`src/rtl/rotary_pkg.sv`:
```
// Shared definitions for the rotary quadrature encoder/decoder pair.
package rotary_pkg;

   typedef enum logic [1:0] {
      StIdle,
      StStep,
      StSettle
   } rot_state_e;

   typedef enum logic {
      DirCw,
      DirCcw
   } rot_dir_e;

   // Gray order indexed 0..3: 00, 01, 11, 10 (entry 0 in the low bits).
   localparam logic [7:0] GrayTable = {2'b10, 2'b11, 2'b01, 2'b00};

   function automatic logic [1:0] gray_code(input logic [1:0] idx);
      return GrayTable[{idx, 1'b0} +: 2];
   endfunction

   // Index wraps freely modulo 4 in either direction.
   function automatic logic [1:0] gray_next(input logic [1:0] idx, input rot_dir_e dir);
      return (dir == DirCw) ? idx + 2'd1 : idx - 2'd1;
   endfunction

endpackage

```
`src/rtl/rotary_phase_timer.sv`:
```
// Loadable down-counter that measures the dwell time of one quadrature phase.
module rotary_phase_timer #(
   parameter int unsigned PHASE_CYCLES = 50000,
   parameter int unsigned TW           = (PHASE_CYCLES > 1) ? $clog2(PHASE_CYCLES) : 1
) (
   input  logic          clk,
   input  logic          reset_n,
   input  logic          load,
   input  logic [TW-1:0] load_val,
   output logic          zero
);

   logic [TW-1:0] count_q, count_d;

   // Load wins; otherwise count down and park at zero.
   always_comb begin
      count_d = count_q;
      if (load) begin
         count_d = load_val;
      end else if (count_q != '0) begin
         count_d = count_q - TW'(1);
      end
   end

   // Counter state.
   always_ff @(posedge clk or negedge reset_n) begin
      if (!reset_n) begin
         count_q <= '0;
      end else begin
         count_q <= count_d;
      end
   end

   assign zero = (count_q == '0);

endmodule

```
`src/rtl/rotary_quad_gen.sv`:
```
// Quadrature transmitter: turns CW/CCW step requests into a Gray-coded {B,A} waveform.
module rotary_quad_gen
   import rotary_pkg::*;
#(
   parameter int unsigned PHASE_CYCLES  = 50000,
   parameter int unsigned DETENT_PHASES = 4,
   parameter int unsigned QUEUE_W       = 4
) (
   input  logic                      clk,
   input  logic                      reset_n,
   input  logic                      step_cw,
   input  logic                      step_ccw,
   output logic [1:0]                rotary_out,
   output logic                      busy,
   output logic signed [QUEUE_W-1:0] pending,
   output logic                      dropped
);

   localparam int unsigned TimerW  = (PHASE_CYCLES > 1) ? $clog2(PHASE_CYCLES) : 1;
   localparam int unsigned PhasesW = $clog2(DETENT_PHASES + 1);
   localparam int unsigned SumW    = QUEUE_W + 2;

   localparam logic [TimerW-1:0]         Reload = TimerW'(PHASE_CYCLES - 1);
   localparam logic signed [SumW-1:0]    MaxPos = SumW'((1 << (QUEUE_W - 1)) - 1);
   localparam logic signed [SumW-1:0]    One    = SumW'(1);

   rot_state_e                 state_q, state_d;
   rot_dir_e                   dir_q, dir_d;
   logic [1:0]                 idx_q, idx_d;
   logic [PhasesW-1:0]         phases_q, phases_d;
   logic signed [QUEUE_W-1:0]  pending_q, pending_d;
   logic                       dropped_d;
   logic [1:0]                 rotary_q;
   logic                       busy_q;

   logic                       leave_idle;
   logic                       timer_load;
   logic                       timer_zero;
   logic signed [SumW-1:0]     pend_ext, d_ext, q_ext, sum_full, sum_noreq;

   rotary_phase_timer #(
      .PHASE_CYCLES (PHASE_CYCLES),
      .TW           (TimerW)
   ) u_timer (
      .clk      (clk),
      .reset_n  (reset_n),
      .load     (timer_load),
      .load_val (Reload),
      .zero     (timer_zero)
   );

   assign leave_idle = (state_q == StIdle) && (pending_q != '0);

   // Net displacement queue: request delta plus dequeue, rejecting the request on saturation.
   always_comb begin
      pend_ext = {{2{pending_q[QUEUE_W-1]}}, pending_q};
      d_ext    = '0;
      if (step_cw && !step_ccw) begin
         d_ext = One;
      end else if (step_ccw && !step_cw) begin
         d_ext = -One;
      end
      q_ext = '0;
      if (leave_idle) begin
         q_ext = pending_q[QUEUE_W-1] ? One : -One;
      end
      sum_full  = pend_ext + d_ext + q_ext;
      sum_noreq = pend_ext + q_ext;
      pending_d = sum_full[QUEUE_W-1:0];
      dropped_d = 1'b0;
      if ((sum_full > MaxPos) || (sum_full < -MaxPos)) begin
         pending_d = sum_noreq[QUEUE_W-1:0];
         dropped_d = 1'b1;
      end
   end

   // Detent sequencer: hold each phase for PHASE_CYCLES edges, then settle before idling.
   always_comb begin
      state_d    = state_q;
      dir_d      = dir_q;
      idx_d      = idx_q;
      phases_d   = phases_q;
      timer_load = 1'b0;
      unique case (state_q)
         StIdle: begin
            if (pending_q != '0) begin
               dir_d      = pending_q[QUEUE_W-1] ? DirCcw : DirCw;
               phases_d   = PhasesW'(DETENT_PHASES);
               timer_load = 1'b1;
               state_d    = StStep;
            end
         end
         StStep: begin
            if (timer_zero) begin
               idx_d      = gray_next(idx_q, dir_q);
               phases_d   = phases_q - PhasesW'(1);
               timer_load = 1'b1;
               if (phases_q == PhasesW'(1)) begin
                  state_d = StSettle;
               end
            end
         end
         StSettle: begin
            if (timer_zero) begin
               state_d = StIdle;
            end
         end
         default: state_d = StIdle;
      endcase
   end

   // All state and registered outputs.
   always_ff @(posedge clk or negedge reset_n) begin
      if (!reset_n) begin
         state_q   <= StIdle;
         dir_q     <= DirCw;
         idx_q     <= 2'd0;
         phases_q  <= '0;
         pending_q <= '0;
         dropped   <= 1'b0;
         rotary_q  <= 2'b00;
         busy_q    <= 1'b0;
      end else begin
         state_q   <= state_d;
         dir_q     <= dir_d;
         idx_q     <= idx_d;
         phases_q  <= phases_d;
         pending_q <= pending_d;
         dropped   <= dropped_d;
         rotary_q  <= gray_code(idx_d);
         busy_q    <= (state_d != StIdle) || (pending_d != '0);
      end
   end

   assign rotary_out = rotary_q;
   assign busy       = busy_q;
   assign pending    = pending_q;

endmodule

```
`config.mk`:
```
export PLATFORM = sky130hd
export DESIGN_NAME = rotary_quad_gen
export DESIGN_NICKNAME = d
export VERILOG_FILES = /design/src/rtl/rotary_pkg.sv /design/src/rtl/rotary_phase_timer.sv /design/src/rtl/rotary_quad_gen.sv
export SDC_FILE = /design/constraint.sdc
export NUM_CORES = 1
export LEC_CHECK = 0
export CAP_MARGIN = 25
export CORE_MARGIN = 2
export CORE_UTILIZATION = 60
export CTS_CLUSTER_DIAMETER = 60
export DETAILED_ROUTE_END_ITERATION = 6
export PLACE_DENSITY = 0.85
export SLEW_MARGIN = 30
export SYNTH_ARGS = -nofsm -noshare
export SYNTH_HDL_FRONTEND = slang
export SYNTH_SLANG_ARGS = --single-unit
export TNS_END_PERCENT = 10
```
`constraint.sdc`:
```
create_clock -name clk -period 6.06 [get_ports clk]
set_clock_uncertainty 0.1 [all_clocks]
set_input_delay 0.606 -clock clk [delete_from_list [all_inputs] [get_ports clk]]
set_output_delay 0.606 -clock clk [all_outputs]
set_load 0.005 [all_outputs]
```
==> results.md, run 1 <==
- Syn Std Cell Area: between 2000 and 2500 µm²
- Vias: approximately 1,500
- Worst-margin pin slew: roughly 0.9 ns
- Comb pwr share: between 40% and 50%
- Cell count of the worst hold path: 1
- Initial DRC Count: 92
- Routed vias/inst: about 5.6
- Max Cap Viol: 0
- Clk_lat worst skew: ~0.33 ns
- DP HPWL: about 2.7 mm
- Syn Nets: between 200 and 250
- Critical path fanouts, max: 9
- Net Sw Frac: roughly two fifths
- EDFF count, synth: 0
- CTS Buffer Depth: 2
- Root Driver: clkbuf_4
- Area leader, netlist: dfrtp_1
- P_int: 0.476 mW
- Routed wire length: ~3.5 mm
- Clk network pwr share: a little over an eighth
- Initial Utilization: between 60% and 70%
- Area delta synth->final: 8.82%
- CP Capture Type: register
- Smallest setup slack after layout: around 2.1 ns
- GP Congestion: about 0.82
- Sink Count: 31
- Outcome: complete, no violations
- Largest net degree at the start of global routing: 32
- Worst path arrival time: just over 4 ns
- Sequential element share of the synthesized area: 38.5%
- Seq cells post-synth: 31
- Syn. warnings: 0
- Drt pass-1 iters: 4
- Top cells by area, synth: dfrtp_1 (39%), xnor2_1 (7.0%), ha_1 (6.2%)
- I/O Buffers: 11
- TNS Setup: 0 ns
- Startpoint Class: register
- PostCTS Resize Cnt: 0
- Psw: around 0.3 mW
- Worst path cell trace: or3_4, nor2_1, inv_1, fa_1, inv_1, ha_1, a21oi_1, a21oi_1, nor4_1, or2_2, mux2_2
- Postcts setup bufs: 0
- Total power draw: between 0.7 and 0.8 mW
- Placeable Area: ~3300 µm²
- Antenna violations before repair: 0
- Max frequency: about 260 MHz
- # rows: 21
- Setup-failing EPs final: 0
- Sequential Power Share: a little over two fifths
- DP Worst Slack: roughly 2 ns
- Die Height: approximately 62 µm
- Library cells used by synthesis: 55
- PD cells: 354 nW/µm²
- Lkg Pwr: slightly above 0.9 nW
- Clock Pin Slew Worst Setup and Hold Paths: 0.09 ns
- WS Path Type: reg2reg
- R2r worst-path depth: 11
- Period utilization: between 60 and 70%
- Share of cells above drive strength 1: just under 10%
- Async S/R FF share, synth: 100%
- CTS H-Tree Depth: 2
- Peak VDD IR: between 200 and 250 µV
- WL/cell: ~13 µm
- Die Span X: between 60 and 70 µm
- Final ANT Viol Nets: 0
- Ys flop type: dfrtp_1
- CTS tree: yes
- Share of the synthesized area in the top cell type: between 30 and 40%
- CP required: 6.18 ns
- Setup repair after global routing missed its margin: no
- Most common cell after layout, fill and taps aside: dfrtp_1
- Syn Inst Count: slightly above 200
- Min cycle time layout: about 4 ns
- Overflow after GRT: 0
- Die area: about 3800 µm²
- Vias in the first global route: between 1,000 and 1,500
- Final hold viol count: 0
- Inserted Clock Buffers: 5
- Rel. slew slack: a little over 40%
- HP Class: reg2reg
- Remaining DRCs: 0
- Diodes inserted: 0
- CP max stage delay: approximately 0.5 ns
- Mapped Avg Cell Area: a little under 10 µm²
- IO Count: 12
- Post-CTS Hold Buffers: 0
- Commonest cells after routing, fill and taps aside: dfrtp_1 (31), nor2_1 (17), nand2_1 (16), inv_1 (16), xnor2_1 (16)
- All-Layer GR Usage: about a fifth
- Fin nets: 236
- CP max-delay cell: nor4_1
- Final-report max-slew violation count: 0
- First-pass GRT wire length: 5.82 mm
## sequential cells by signal, summed over array words and instances (netlist names)
signal	flops
state_q	2
dir_q	1
dropped	1
rotary_out	1
u_timer.count_q	16
phases_q	3
idx_q	2
busy	1
pending	4
## layout make-up
class	instances	area [µm²]
Multi-Input combinational cell	151	1140
Fill cell	286	1090
Inverter	17	63.8
Sequential cell	31	776
Timing Repair Buffer	12	118
Clock buffer	6	41.3
Tap cell	46	57.6
## per-layer routing
metal,track usage (%),part of all wire [%]
met5,0,0
met4,6.38,1.5
met3,5.59,3.1
met2,34.4,49
met1,27.2,47
## final timing paths
kind | end | startpoint | slack, ns
min in group asynchronous | state_q[0] | reset_n | 0.56
min | rotary_out[0] | idx_q[1] | 0.42
max | pending[2] | state_q[0] | 2.15
max in group asynchronous | pending[0] | reset_n | 5.02
max reg2reg | pending[2] | state_q[0] | 2.15
min reg2reg | rotary_out[0] | idx_q[1] | 0.42
## cell families (layout without fill, tap and decap cells)
family                     count (synthesis)  after routing  synth area share, %
AOI/OAI and AO/OA                         35             35                 13.0
muxes                                      4              4                 2.11
adders and majority gates                 14             14                 10.2
DFF                                       31             31                 38.5
and+or+nand+nor                           78             78                 22.4
buffers and inverters                     23             35                 5.09
xor gates and xnor gates                  20             20                 8.70
## worst max-delay path: cells and delay by family, from the launching register on
kind,cells,cell delay (ns)
buf+inv,2,0.17
fa+ha+maj,2,0.84
compound gates,2,0.36
flops,1,0.47
mux,1,0.34
simple gates,4,1.55
## synthesized netlist by cell type (2+ instances only)
cell type  number
dfrtp_1        31
nor2_1         17
inv_1          16
nand2_1        16
xnor2_1        16
ha_1           10
a211o_1         6
a31oi_1         5
nand3_1         5
nor3_1          5
o21ai_0         5
fa_1            4
nor2b_1         4
nor4_1          4
xor2_1          4
a21oi_1         3
nand2b_1        3
or2_2           3
or4_1           3
a21boi_0        2
buf_4           2
clkbuf_1        2
mux2_2          2
mux2i_1         2
nand4_1         2
nor3b_1         2
o21a_1          2
or3_1           2
## per-stage QoR
stage / hold WS, ns / util, % / cells / cell area (µm²)
6_report: 0.418 / 66.7 / 263 / 2190
4_1_cts: 0.426 / 66.7 / 263 / 2190
2_1_floorplan: 0.210 / - / 205 / 2010
5_1_grt: 0.448 / 66.7 / 263 / 2190
3_3_place_gp: 0.388 / 65.5 / 257 / 2150
3_5_place_dp: 0.394 / 65.5 / 257 / 2150
## power by group through the flow
stage / logic, mW / clock network, mW / registers [mW]
3_5_place_dp: 0.347 / 0 / 0.333
4_1_cts: 0.349 / 0.107 / 0.328
3_3_place_gp: 0.337 / 0 / 0.330
2_1_floorplan: 0.269 / 0 / 0.318
5_1_grt: 0.390 / 0.117 / 0.339
6_report: 0.346 / 0.103 / 0.328
No activity file was read; power rests on OpenSTA's default activity.
==> inputs of run 2 (changes only) <==
- CORE_UTILIZATION: 60 -> 59
- PLACE_DENSITY: 0.85 -> 0.84
- clock period: 6.06 -> 3.9 ns (I/O delays scaled with it)
==> run 2 against run 1 <==
Against the previous run:
- core utilization up 1.1 points
- sequential share of layout area shrank 0.87 points
- critical endpoint is now busy
- non-clock buffer count grew 5
- worst hold slack got worse by 0.082 ns
- setup slack got worse by 1.9 ns
- power rose by 63%
- clock power rose by 69%
- fmax up 7.1%
- critical path depth is 1 higher
==> results.md, run 2 (synthesis gave the netlist of run 1 again) <==
- I/O Buffers: 11
- DP HPWL: about 2.7 mm
- CTS H-Tree Depth: 2
- Final hold viol count: 0
- Reg-to-reg endpoint: busy
- All-Layer GR Usage: 21.8%
- Post-route cell area: 2250 µm²
- FF/Latch Area: 776 µm²
- HP Class: in2async
- Met3 wire len: approximately 110 µm
- TNS Setup: 0 ns
- Net Sw Frac: 39.2%
- Setup-failing EPs final: 0
- Drt pass-1 iters: 4
- Placement Cell Area: approximately 2200 µm²
- Worst-margin pin slew: about 0.9 ns
- GP Congestion: between 0.8 and 0.9
- Largest register by flop count: u_timer.count_q
- Fill cells: 276
- Sequential Power Share: around 39%
- IO Count: 12
- Remaining DRCs: 0
- Outcome: complete, no violations
- Root Driver: clkbuf_4
- Commonest cells after routing, fill and taps aside: dfrtp_1 (31), nand2_1 (16), inv_1 (16), nor2_1 (16), xnor2_1 (16)
- WL/cell: around 13 µm
- Inserted Clock Buffers: 5
- CP required: about 4 ns
- WS Path Type: reg2reg
- Max reg flops: 16
- Setup repair after global routing missed its margin: no
- CP max stage delay: 0.53 ns
- Period utilization: a little over nine tenths
- Routed wire length: between 3 and 4 mm
- Die area: between 3000 and 4000 µm²
- CTS Buffer Depth: 2
- Die Height: 62.4 µm
- Final-report max-slew violation count: 0
- Share of cells above drive strength 1: ~13%
- Area delta synth->final: 11.6%
- Vias: approximately 1,500
- Met2 Routed Length: 1.76 mm
- Lkg Pwr: 0.958 nW
- Clk network pwr share: between 10% and 20%
- Initial DRC Count: between 100 and 150
- Initial Utilization: between 60% and 70%
- Critical path fanouts, max: 8
- DR top layer: met4
- Routed vias/inst: 5.56
- Most common cell after layout, fill and taps aside: dfrtp_1
- R2R setup slack: 0.24 ns
- Min cycle time layout: 3.66 ns
- Comb pwr share: between 40% and 50%
- CTS tree: yes
- Sink Count: 31
- Vias in the first global route: 1,561
- Max frequency: approximately 270 MHz
- First-pass GRT wire length: just under 7 mm
- Worst path most repeated cell: fa_1
- Rel. slew slack: between 30% and 40%
- CP Capture Type: register
- Clock Pin Slew Worst Setup and Hold Paths: roughly 0.090 ns
- Final Util: between 60 and 70%
- Hold_ws: between 0.3 and 0.4 ns
- Footprint of the multi-input gates: roughly 1100 µm²
- WL met1: ~1.7 mm
- P_int: between 0.7 and 0.8 mW
- Worst path arrival time: roughly 3.8 ns
- Max Cap Viol: 0
- Largest net degree at the start of global routing: 32
- # rows: 21
- CP max-delay cell: or4_1
- Startpoint Class: register
- Placeable Area: 3310 µm²
- Overflow after GRT: 0
- Fin nets: between 200 and 250
- Post-CTS Hold Buffers: 0
- PD cells: 562 nW/µm²
- Peak VDD IR: between 400 and 500 µV
- Diodes inserted: 0
- Clk_lat worst skew: 0.32 ns
- Worst path cell trace: or3_1, o21a_1, clkinv_1, fa_1, inv_1, ha_1, fa_1, or3b_1, nand2b_1, nor4_2, or4_1, a211o_1
- RR Startpoint: pending[1]
- Final ANT Viol Nets: 0
- R2r worst-path depth: 12
- Antenna violations before repair: 0
- Die Span X: around 62 µm
- Psw: 0.494 mW
[run 2: worst max-delay path by stage]
stage,from,to,slack (ns),depth (start not counted)
after floorplan,state_q[0],busy,0.22,10
after global placement,step_cw,busy,0.09,12
after detailed placement,step_cw,busy,0.0002,12
after CTS,state_q[1],busy,0.18,9
after global routing,state_q[0],busy,0.03,13
final,pending[1],busy,0.24,12
[run 2: power groups by stage]
stage | registers, mW | logic (mW) | clock network (mW)
2_1_floorplan | 0.494 | 0.419 | 0
3_3_place_gp | 0.495 | 0.562 | 0
3_5_place_dp | 0.501 | 0.584 | 0
4_1_cts | 0.494 | 0.588 | 0.179
5_1_grt | 0.509 | 0.672 | 0.195
6_report | 0.496 | 0.593 | 0.174
[run 2: critical path, delay by kind of cell (launching register included)]
| family | cells | cell delay, ns |
|---|---|---|
| AND/OR/NAND/NOR | 5 | 1.52 |
| adder cells (fa/ha/maj) | 3 | 0.82 |
| AO/OA/AOI/OAI | 2 | 0.50 |
| flip-flops | 1 | 0.48 |
| buffers and inverters | 2 | 0.12 |
[run 2: per-stage QoR]
stage                     power [mW]  worst slack (ns)  cells
after global placement          1.06            0.0905    262
after global routing            1.38            0.0277    270
after detailed placement        1.08          0.000222    262
after floorplan                0.912             0.224    205
final                           1.26             0.244    270
after CTS                       1.26             0.184    270
[run 2: metal layers]
metal | vias up | track usage, %
li1 | 749 | -
met1 | 722 | 27.5
met2 | 25 | 36.0
met3 | 4 | 6.13
met4 | 0 | 7.78
met5 | - | 0
[run 2: cell type report]
cell class	count	area share, %
multi-input cells	151	50.9
flip-flops and latches	31	34.5
repair buffers	17	6.90
inverters	17	2.84
well taps	46	2.56
clock buffers	7	2.00
clock inverters	1	0.223
[run 2: repair_timing]
action | CTS | global route
gates resized for setup | 0 | 2
setup endpoints to repair | 0 | 3
setup buffers | 0 | 0
